## config.mk

```make
export PLATFORM = sky130hd
export DESIGN_NAME = spi_peek_master
export DESIGN_NICKNAME = d
export VERILOG_FILES = /design/src/rtl/spi_peek_pkg.sv /design/src/rtl/spi_tick_counter.sv /design/src/rtl/spi_peek_master.sv
export SDC_FILE = /design/constraint.sdc
export NUM_CORES = 1
export LEC_CHECK = 0
export CORE_MARGIN = 1.5
export CORE_UTILIZATION = 30
export CTS_BUF_LIST = sky130_fd_sc_hd__clkbuf_4
export DETAILED_ROUTE_END_ITERATION = 10
export PLACE_DENSITY_LB_ADDON = 0.3
export SETUP_SLACK_MARGIN = 0.5
export SLEW_MARGIN = 30
export SYNTH_ARGS = -nofsm -noshare
export SYNTH_HDL_FRONTEND = slang
export SYNTH_SLANG_ARGS = --single-unit
```

## constraint.sdc

```tcl
create_clock -name clk -period 22.5 [get_ports clk]
set_clock_uncertainty 0.2 [all_clocks]
set_input_delay 4.5 -clock clk [delete_from_list [all_inputs] [get_ports clk]]
set_output_delay 4.5 -clock clk [all_outputs]
set_load 0.05 [all_outputs]
```

## src/rtl/spi_peek_pkg.sv

```systemverilog
// Shared types and limits for the SPI peek master.
// Contents:
//   spi_master_state_t - transaction state encoding
//   SPI_MIN_*          - lower limits checked at elaboration
//   spi_max()          - elaboration-time helper for counter sizing
package spi_peek_pkg;

  typedef enum logic [2:0] {
    ST_IDLE  = 3'd0,
    ST_SETUP = 3'd1,
    ST_LO    = 3'd2,
    ST_HI    = 3'd3,
    ST_HOLD  = 3'd4,
    ST_GAP   = 3'd5
  } spi_master_state_t;

  localparam int unsigned SPI_MIN_CLK_DIV   = 4;
  localparam int unsigned SPI_MIN_CS_SETUP  = 1;
  localparam int unsigned SPI_MIN_PEEK_BITS = 2;

  function automatic int unsigned spi_max(input int unsigned a, input int unsigned b);
    return (a > b) ? a : b;
  endfunction

endpackage

```

## src/rtl/spi_tick_counter.sv

```systemverilog
// Loadable down-counter that times every state of the SPI peek master.
// A loaded value L gives a state that lasts L+1 cycles; tc_c marks the final one.
// Ports:
//   clk, rst   - clock, async active-high reset
//   load       - load load_val this cycle
//   load_val   - value to load
//   count      - current count (registered)
//   tc_c       - combinational terminal-count flag (count == 0)
module spi_tick_counter #(
  parameter int unsigned WIDTH = 3
) (
  input  logic             clk,
  input  logic             rst,
  input  logic             load,
  input  logic [WIDTH-1:0] load_val,
  output logic [WIDTH-1:0] count,
  output logic             tc_c
);

  // Count down and park at zero until the next load.
  always_ff @(posedge clk or posedge rst) begin
    if (rst) begin
      count <= '0;
    end else if (load) begin
      count <= load_val;
    end else if (count != '0) begin
      count <= count - WIDTH'(1);
    end
  end

  assign tc_c = (count == '0);

endmodule

```

## src/rtl/spi_peek_master.sv

```systemverilog
// SPI mode-0 master running one fixed-length full-duplex "peek" transfer per start.
// SCLK is paced slowly enough for a slave that oversamples SCLK/SEL_/MOSI through
// 3-stage synchronisers.
// Ports:
//   clk, rst  - clock, async active-high reset
//   start     - request a transfer (only sampled in IDLE)
//   data_in   - word to send, MSB first, latched when start is accepted
//   data_out  - word received, updated on the done cycle
//   busy      - transfer or SEL_ gap in progress
//   done      - one-cycle end-of-transfer pulse
//   ucSCLK, ucMOSI, ucSEL_ - SPI pins driven to the slave
//   ucMISO    - SPI data from the slave (sampled unsynchronised; stable at sample)
// Build option: define SPI_PEEK_MASTER_LOOPBACK_EN to sample ucMOSI internally in
// place of ucMISO, so data_out mirrors data_in; pin timing is unchanged.
module spi_peek_master
  import spi_peek_pkg::*;
#(
  parameter int unsigned PEEK_BITS = 64,
  parameter int unsigned CLK_DIV   = 4,
  parameter int unsigned CS_SETUP  = 2
) (
  input  logic                 clk,
  input  logic                 rst,
  input  logic                 start,
  input  logic [PEEK_BITS-1:0] data_in,
  output logic [PEEK_BITS-1:0] data_out,
  output logic                 busy,
  output logic                 done,
  output logic                 ucSCLK,
  output logic                 ucMOSI,
  input  logic                 ucMISO,
  output logic                 ucSEL_
);

  localparam int unsigned TICK_MAX = spi_max(CLK_DIV, CS_SETUP);
  localparam int unsigned CNT_W    = $clog2(TICK_MAX);
  localparam int unsigned BIT_W    = $clog2(PEEK_BITS + 1);

  localparam logic [CNT_W-1:0] DIV_LOAD = CNT_W'(CLK_DIV - 1);
  localparam logic [CNT_W-1:0] CS_LOAD  = CNT_W'(CS_SETUP - 1);
  localparam logic [BIT_W-1:0] LAST_BIT = BIT_W'(PEEK_BITS - 1);
  localparam bit               GAP_ONE  = (CS_SETUP == 1);

  // Elaboration-time parameter checks.
  if (PEEK_BITS < SPI_MIN_PEEK_BITS) begin : g_chk_bits
    $error("spi_peek_master: PEEK_BITS must be >= %0d", SPI_MIN_PEEK_BITS);
  end
  if (CLK_DIV < SPI_MIN_CLK_DIV) begin : g_chk_div
    $error("spi_peek_master: CLK_DIV must be >= %0d", SPI_MIN_CLK_DIV);
  end
  if (CS_SETUP < SPI_MIN_CS_SETUP) begin : g_chk_cs
    $error("spi_peek_master: CS_SETUP must be >= %0d", SPI_MIN_CS_SETUP);
  end

  spi_master_state_t    state;
  logic [PEEK_BITS-1:0] tx;
  logic [PEEK_BITS-1:0] rx;
  logic [BIT_W-1:0]     bit_cnt;

  logic [CNT_W-1:0]     tick_cnt;
  logic                 tick_tc_c;
  logic                 tick_load_c;
  logic [CNT_W-1:0]     tick_val_c;
  logic                 miso_bit_c;
  logic                 done_next_c;

  // MOSI is the MSB of the transmit shift register.
  assign ucMOSI = tx[PEEK_BITS-1];

`ifdef SPI_PEEK_MASTER_LOOPBACK_EN
  // Loopback: the sample point sees the bit currently on ucMOSI.
  logic unused_miso_c;
  assign unused_miso_c = ucMISO;
  assign miso_bit_c    = tx[PEEK_BITS-1];
`else
  assign miso_bit_c    = ucMISO;
`endif

  spi_tick_counter #(
    .WIDTH (CNT_W)
  ) u_tick (
    .clk      (clk),
    .rst      (rst),
    .load     (tick_load_c),
    .load_val (tick_val_c),
    .count    (tick_cnt),
    .tc_c     (tick_tc_c)
  );

  // Reload the tick counter on every state transition with the next state's length.
  always_comb begin
    tick_load_c = 1'b0;
    tick_val_c  = CS_LOAD;
    case (state)
      ST_IDLE: begin
        if (start) begin
          tick_load_c = 1'b1;
          tick_val_c  = CS_LOAD;
        end
      end
      ST_SETUP, ST_LO: begin
        if (tick_tc_c) begin
          tick_load_c = 1'b1;
          tick_val_c  = DIV_LOAD;
        end
      end
      ST_HI: begin
        if (tick_tc_c) begin
          tick_load_c = 1'b1;
          tick_val_c  = (bit_cnt == LAST_BIT) ? CS_LOAD : DIV_LOAD;
        end
      end
      ST_HOLD: begin
        if (tick_tc_c) begin
          tick_load_c = 1'b1;
          tick_val_c  = CS_LOAD;
        end
      end
      default: ;
    endcase
  end

  // done is registered, so it is raised on entry to the final GAP cycle. With a
  // one-cycle gap that entry is the HOLD->GAP edge itself.
  assign done_next_c = (GAP_ONE && (state == ST_HOLD) && tick_tc_c) ||
                       ((state == ST_GAP) && (tick_cnt == CNT_W'(1)));

  // Transaction FSM with registered pin and status outputs.
  always_ff @(posedge clk or posedge rst) begin
    if (rst) begin
      state    <= ST_IDLE;
      tx       <= '0;
      rx       <= '0;
      bit_cnt  <= '0;
      ucSCLK   <= 1'b0;
      ucSEL_   <= 1'b1;
      busy     <= 1'b0;
      done     <= 1'b0;
      data_out <= '0;
    end else begin
      done <= 1'b0;
      if (done_next_c) begin
        done     <= 1'b1;
        busy     <= 1'b0;
        data_out <= rx;
      end

      case (state)
        ST_IDLE: begin
          if (start) begin
            tx      <= data_in;
            rx      <= '0;
            bit_cnt <= '0;
            ucSEL_  <= 1'b0;
            busy    <= 1'b1;
            state   <= ST_SETUP;
          end
        end

        ST_SETUP: begin
          if (tick_tc_c) state <= ST_LO;
        end

        // MISO is captured in the cycle just before the rising edge.
        ST_LO: begin
          if (tick_tc_c) begin
            rx     <= {rx[PEEK_BITS-2:0], miso_bit_c};
            ucSCLK <= 1'b1;
            state  <= ST_HI;
          end
        end

        // Falling edge: advance MOSI unless this was the last bit.
        ST_HI: begin
          if (tick_tc_c) begin
            ucSCLK  <= 1'b0;
            bit_cnt <= bit_cnt + BIT_W'(1);
            if (bit_cnt == LAST_BIT) begin
              state <= ST_HOLD;
            end else begin
              tx    <= {tx[PEEK_BITS-2:0], 1'b0};
              state <= ST_LO;
            end
          end
        end

        ST_HOLD: begin
          if (tick_tc_c) begin
            ucSEL_ <= 1'b1;
            state  <= ST_GAP;
          end
        end

        ST_GAP: begin
          if (tick_tc_c) state <= ST_IDLE;
        end

        default: state <= ST_IDLE;
      endcase
    end
  end

endmodule
```

Yosys cells after proc, flatten, opt, wreduce, memory -nomap -nowiden
Cells that the tools add are included.
Widths: inputs -> output; s select.
- register bits: 208
- bits of input ports: 68
- output and inout bits: 69
- logic and storage cells: 79
- $add $sub $neg: 2
- eq/ne operators: 14
- muxes and demuxes: 36
- reductions and logical operators: 17
- operator list (operator ; count):
    $mux 64 ; 5
    $pmux 64 s2 ; 2
    $mux 3 ; 7
    $pmux 3 s6 ; 1
    $mux 7 ; 2
    $ne 2x2->1 const B ; 7
    $pmux 7 s2 ; 1
    $reduce_and 3->1 ; 4
    $reduce_bool 2->1 ; 6
    $mux 2 ; 5
    $mux 1 ; 9
    $add 7x1->7 const B ; 1
    $eq 7x6->1 const B ; 1
    $eq 3x2->1 const B ; 2
    $eq 3x3->1 const B ; 2
    $pmux 1 s2 ; 3
    $reduce_and 6->1 ; 1
    $pmux 2 s2 ; 1
    $reduce_and 4->1 ; 1
    $reduce_or 4->1 ; 1
    $eq 3x1->1 const B ; 1
    $logic_not 3->1 ; 1
    $eq 2x1->1 const B ; 1
    $logic_not 2->1 ; 1
    3 further kinds ; 3

Longest topological paths before layout
Gate-level depths: netlist (run 1).
- depth after elaboration: 5
- mapped depth: 9
- depth with buffers taken out: 6

Hierarchy
From an unflattened synthesis (run 1), not the netlist that was laid out.
- cell total of the unflattened synthesis: 715
- area total of the unflattened synthesis: 9059.9 um^2
- by module, submodules not included (module ; times used ; cells an instance ; area each (um^2) ; sequential area each (um^2)):
    spi_peek_master ; 1 ; 702 ; 8932.3 ; 5156.2
    spi_tick_counter ; 1 ; 13 ; 127.6 ; 50.0

Worst setup path before layout (run 1)
OpenSTA, ideal clock, no wires.
- kind: in2reg
- from: in start
- to: reg tx[50]
- setup time: 125 ps
- arrival: 5838 ps
- data required time: 22175 ps
- setup slack: 16337 ps
- cell stages on the path: 6
- path buffers: 2
- path through: or3b_1 buf_6 nor2_4 o31ai_4 buf_6 mux2_2
- longest elaborated chain between the ends: 2
- ends and longest elaborated chain (item ; line ; text):
    from (decl) ; spi_peek_master.sv:24 ; input logic start,
    $ne 2x2->1 (no line) ; - ;
    $reduce_and 4->1 (no line) ; - ;
    to (signal assigned) ; spi_peek_master.sv:151 ; tx <= data_in;
    to (signal assigned) ; spi_peek_master.sv:181 ; tx <= {tx[PEEK_BITS-2:0], 1'b0};
    to (decl) ; spi_peek_master.sv:56 ; logic [PEEK_BITS-1:0] tx;
No other way between the ends.
A chain may end at the register's enable or synchronous reset.

Worst setup path after layout (run 1)
- from: reg ucSEL_
- to: out ucSEL_
- RTL lines (item ; line ; text):
    from (decl) ; spi_peek_master.sv:32 ; output logic ucSEL_
    from (signal assigned) ; spi_peek_master.sv:136 ; ucSEL_ <= 1'b1;
    from (signal assigned) ; spi_peek_master.sv:154 ; ucSEL_ <= 1'b0;
    from (signal assigned) ; spi_peek_master.sv:189 ; ucSEL_ <= 1'b1;
No word-level cell between the ends.

==> results of run 1 <==
==> sequential cells by signal (all words and copies together), names as in the netlist <==
signal and flops:
ucSCLK 1, data_out 64, rx 64, ucSEL_ 1
state 3, tx 64, u_tick.count 2, done 1
busy 1, bit_cnt 7
==> synthesized netlist by cell type <==
| library cell | instances |
|---|---|
| buf_2 | 6 |
| nor2_1 | 6 |
| nor3_1 | 3 |
| a21oi_1 | 6 |
| a21o_1 | 2 |
| o311ai_0 | 1 |
| o221ai_1 | 1 |
| buf_1 | 2 |
| and3_1 | 1 |
| dfrtp_1 | 207 |
| o211a_1 | 1 |
| and4b_1 | 1 |
| nand4_1 | 1 |
| o31ai_4 | 1 |
| o31ai_1 | 4 |
| buf_6 | 7 |
| nor2_4 | 1 |
| o21ai_0 | 72 |
| or3b_1 | 1 |
| or4_1 | 1 |
| xor2_1 | 2 |
| mux2_1 | 15 |
| nand2_1 | 138 |
| or3_1 | 1 |
| a22o_1 | 1 |
| ha_1 | 3 |
| a211oi_1 | 1 |
| nor2b_1 | 2 |
| mux2_2 | 175 |
| mux2i_1 | 3 |
| nand3_1 | 6 |
| a21oi_2 | 1 |
| dfstp_2 | 1 |
| xnor2_1 | 1 |
| inv_1 | 5 |
| clkbuf_1 | 31 |
==> final cells by class <==
type / count / share of cell area
diodes: 1 / 0.000222
clock buffers: 88 / 0.0585
clock inverters: 17 / 0.00632
inverters: 5 / 0.00233
multi-input cells: 452 / 0.303
flip-flops and latches: 208 / 0.461
well taps: 384 / 0.0425
repair buffers: 143 / 0.126
==> worst paths after layout <==
path / from / end / slack [ns]
setup / recovery: ucSEL_ / ucSEL_ / 15.81
max in group asynchronous: rst / rx[40] / 16.04
hold reg to reg: ucSCLK / ucSCLK / 0.28
hold / removal: ucSCLK / ucSCLK / 0.28
min in group asynchronous: rst / tx[12] / 4.17
setup reg to reg: state[1] / tx[14] / 19.33
==> per-layer routing <==
layer,routed length (um),share of wire
met2,7600,0.41
met1,8960,0.48
met4,369,0.020
met5,0,0
met3,1610,0.087
==> cells by family after synthesis <==
group / count (synthesis) / synth area share
fa+ha+maj: 3 / 0.00424
compound gates: 91 / 0.0575
simple gates: 162 / 0.0739
mux: 193 / 0.245
xor+xnor: 3 / 0.00297
flops: 208 / 0.588
buf+inv: 51 / 0.0284
==> through the flow <==
| stage | std cells | instance area [um^2] | total power, mW |
|---|---|---|---|
| after floorplan | 711 | 8850 | 0.809 |
| after detailed placement | 1192 | 10600 | 0.876 |
| after CTS | 1297 | 11300 | 1.22 |
| final | 1298 | 11300 | 1.20 |
| after global routing | 1298 | 11300 | 1.29 |
| after global placement | 1191 | 10500 | 0.867 |
==> power breakdown <==
part,internal [mW],leakage (nW),switching [mW],total [mW]
clock,0.178,0.440,0.158,0.336
sequential,0.467,2.73,0.0547,0.521
combinational,0.186,1.86,0.155,0.341
==> impl_metrics.json, run 1 <==
{
  "ctsHtreeMaxLevel": 2,
  "start_util": 0.307,
  "gp_congestion": 0.702,
  "period_needed_ns": 6.69,
  "min_path_cells": 2,
  "cp.buffers_inverters": 1,
  "status": "finished clean",
  "cp-start-kind": "flop",
  "grt_usage": 0.123,
  "cts_tree": "yes",
  "place_ws_ns": 15.18,
  "io_pins": 137,
  "p_per_area_nw_per_um2": 106,
  "synth.avg_cell_area_um2": 12.5,
  "yosysUniqueCellTypes": 36,
  "crit_path_end_kind": "output port",
  "grt-ovfl-total": 0,
  "cp_max_fo": 3,
  "hold_class": "flop to flop",
  "r2r_cells": 6,
  "routedWlPerCell_um": 14.3,
  "synthTopCellsByArea": "dfrtp_1 58%, mux2_2 22%, nand2_1 5.8%",
  "layout_setup_ws_ns": 15.81,
  "worst_slew_pin_slew_ns": 0.892,
  "die-area_um2": 30600,
  "maxCapViolations": 0,
  "grt.busiest_layer": "met2",
  "yosysTopAreaCell": "dfrtp_1",
  "ys_seq_area_frac": 0.588,
  "dr.pass1.iters": 4,
  "p_leak_nw": 5.03,
  "synthesis.nets": 782,
  "final.setup.tns_ns": 0,
  "grt_max_degree": 106,
  "path_class": "flop to output port",
  "hold_viol": 0,
  "grt_pass1_wl_um": 30700,
  "syn_area_um2": 8850,
  "drt_wl_total_um": 18500,
  "hpwl_um": 10900,
  "drc": 0,
  "fin_crit_sh": 0.297,
  "dieWidth_um": 175,
  "crit_path_max_incr_delay_ns": 0.81,
  "route.vias.total": 5750,
  "multi_input_area_um2": 3420,
  "rsz0062_at_grt": "false",
  "cp_top_family": "buffers and inverters",
  "die_y_um": 175,
  "clockBufferDepth": 3,
  "cts.sinks": 208,
  "rows": 62,
  "synthToLayoutAreaGrowth_pct": 27.5,
  "io_buffers": 136,
  "vias_per_cell": 4.43,
  "grt_util_met2": 0.171,
  "synth_seq_cells": 208,
  "grt_pass1_vias": 5930,
  "max_freq_mhz": 149,
  "post-route-util": 0.391,
  "cp_slowest_cell": "clkdlybuf4s50_1",
  "fillers": 2828,
  "final_common_cell": "dfrtp_1",
  "ant_nets": 0,
  "final_nets": 940,
  "holdBufCountCts": 0,
  "worstPathCellList": "clkdlybuf4s50_1",
  "root_buffer": "clkbuf_4",
  "hold_slack_ns": 0.284,
  "worstPathArrival_ns": 1.99,
  "ys_warn_count": 0,
  "netlist_instances": 711,
  "antenna_found_initial": 1,
  "post_cts_buffers": 0,
  "slew_viol_final": 0,
  "post_cts_resized": 0,
  "regArea_um2": 5210,
  "peakVddDrop_uv": 59.7,
  "gr-usage-met3": 0.0485,
  "netlist.area_leader.share": 0.585,
  "grt.met1_usage": 0.171,
  "insertion_delay_ns": 0.67,
  "cts_made_buffers": 59,
  "slew-limit-headroom": 0.406,
  "worstPathRequired_ns": 17.80,
  "layout_common_cells": "206 x dfrtp_1, 175 x mux2_2, 137 x nand2_1",
  "path_clk_slew_ns": 0.06,
  "design.core.area_um2": 28900,
  "drt_iter0_drc": 259,
  "crit_cells": 1,
  "final_layout_size_suffix_gt1_frac": 0.311,
  "setup_violations": 0
}
No activity file was read; power rests on OpenSTA's default activity.
==> run 2: changes to the inputs <==
Clock period 22.5 ns to 5.9 ns, I/O delays scaled along.
==> impl_metrics.json, run 2 (synthesized netlist as in run 1, its figures left out) <==
{
  "cp_slowest_cell": "clkdlybuf4s50_1",
  "vias_per_cell": 4.48,
  "top_regs": "data_out (64), rx (64), tx (64)",
  "status": "finished clean",
  "cts_tree": "yes",
  "p_per_area_nw_per_um2": 407,
  "hold_viol": 0,
  "final_layout_size_suffix_gt1_frac": 0.316,
  "final_common_cell": "dfrtp_1",
  "fillers": 2840,
  "layout_common_cells": "206 x dfrtp_1, 175 x mux2_2, 137 x nand2_1",
  "setup_violations": 0,
  "clockBufferDepth": 3,
  "design.core.area_um2": 28900,
  "post_cts_resized": 0,
  "ctsHtreeMaxLevel": 2,
  "crit_path_max_incr_delay_ns": 0.86,
  "die_y_um": 175,
  "power_frac_clock": 0.293,
  "holdBufCountCts": 0,
  "grt_usage": 0.122,
  "cts.sinks": 208,
  "cts_made_buffers": 58,
  "combPwrFrac": 0.280,
  "period_needed_ns": 3.48,
  "peakVddDrop_uv": 180,
  "switchingPower_mw": 1.39,
  "worstPathRequired_ns": 4.52,
  "cp_top_family": "buffers and inverters",
  "cp_max_fo": 3,
  "p_leak_nw": 5.08,
  "hpwl_um": 10900,
  "p_int_mw": 3.24,
  "final.setup.tns_ns": 0,
  "root_buffer": "clkbuf_4",
  "io_pins": 137,
  "fin_crit_sh": 0.590,
  "route.vias.total": 5822,
  "path_clk_slew_ns": 0.07,
  "grt_pass1_wl_um": 30600,
  "rsz0062_at_grt": "false",
  "drc": 0,
  "crit_path_end_kind": "output port",
  "grt_max_degree": 111,
  "max_freq_mhz": 287,
  "antenna_found_initial": 0,
  "insertion_delay_ns": 0.69,
  "worstPathArrival_ns": 2.10,
  "place_ws_ns": 2.04,
  "grt.busiest_layer": "met2",
  "routedWlPerCell_um": 14.0,
  "start_util": 0.307,
  "grt_pass1_vias": 5890,
  "switching_share": 0.301,
  "slew_viol_final": 0,
  "cp-start-kind": "flop",
  "synthToLayoutAreaGrowth_pct": 28.5,
  "final_nets": 941,
  "io_buffers": 136,
  "fin_total_pwr_mw": 4.64,
  "drt_iter0_drc": 291,
  "cp.buffers_inverters": 1,
  "grt.met1_usage": 0.166,
  "dr.pass1.iters": 6,
  "die-area_um2": 30600,
  "rows": 62,
  "slew-limit-headroom": 0.434,
  "maxCapViolations": 0,
  "gp_congestion": 0.716,
  "path_class": "flop to output port",
  "antenna_cells": 0,
  "worst_slew_pin_slew_ns": 0.849,
  "post-route-util": 0.394,
  "post_cts_buffers": 0,
  "gr-usage-met3": 0.0461,
  "ant_nets": 0,
  "drt_wl_total_um": 18300,
  "worstPathCellList": "clkdlybuf4s50_1",
  "seq_power_share": 0.427,
  "final_cells": 1301,
  "grt-ovfl-total": 0,
  "dieWidth_um": 175,
  "grt_util_met2": 0.175,
  "layout_setup_ws_ns": 2.42,
  "placedCellCount": 1193,
  "hold_class": "flop to flop"
}
## run 2: changes by cell type in the layout (fill, tap and decap cells not counted)
| cell | before | now |
|---|---|---|
| clkbuf_4 | 88 | 92 |
| clkinv_1 | 12 | 10 |
| buf_12 | 1 | 2 |
| buf_16 | 0 | 1 |
| bufinv_16 | 0 | 1 |
| clkinv_2 | 3 | 2 |
| diode_2 | 1 | 0 |
| inv_6 | 0 | 1 |
| inv_8 | 1 | 0 |
## run 2: worst register-to-register path: stages (launching register included)
cell	delay, ns
dfrtp_2	0.63
buf_4	0.57
nand3_1	0.32
a21oi_2	0.24
o31ai_4	0.09
buf_4	0.35
mux2_1	0.50
## run 2: final timing paths
path                               start  slack [ns]  endpoint  cells past startpoint
worst max-delay path              ucSEL_        2.42    ucSEL_                      1
worst min-delay path                busy        0.28      busy                      1
worst max register to register  state[1]        2.82    tx[54]                      6
worst min register to register      busy        0.28      busy                      1
max in group asynchronous            rst        3.65    rx[12]                      4
min in group asynchronous            rst        0.75    tx[51]                      2
## run 2: cell type report
class                           count  area (um^2)  area share
Tap cell                          384          480      0.0422
Sequential cell                   208         5210       0.458
Timing Repair Buffer              145         1470       0.129
Inverter                            5         22.5     0.00198
Clock buffer                       92          691      0.0607
Clock inverter                     15         90.1     0.00791
Multi-Input combinational cell    452         3420       0.300
## run 2: power groups by stage
| stage | logic [mW] | registers, mW | clock network, mW |
|---|---|---|---|
| after floorplan | 1.11 | 1.98 | 0 |
| after global placement | 1.30 | 2.00 | 0 |
| after global routing | 1.46 | 2.03 | 1.51 |
| after detailed placement | 1.33 | 2.01 | 0 |
| final | 1.30 | 1.98 | 1.36 |
| after CTS | 1.33 | 1.98 | 1.43 |
## run 2: per-layer routing
layer  wire length [um]  vias up
li1                   -     2816
met1               8790     2801
met5                  0        -
met2               7660      163
met4                403        0
met3               1420       42
## run 2: per-stage QoR
stage | cell area, um^2 | hold WS [ns]
floorplan | 8860 | 0.246
global placement | 10600 | 0.270
detailed placement | 10600 | 0.278
CTS | 11400 | 0.290
global route | 11400 | 0.303
finish | 11400 | 0.283
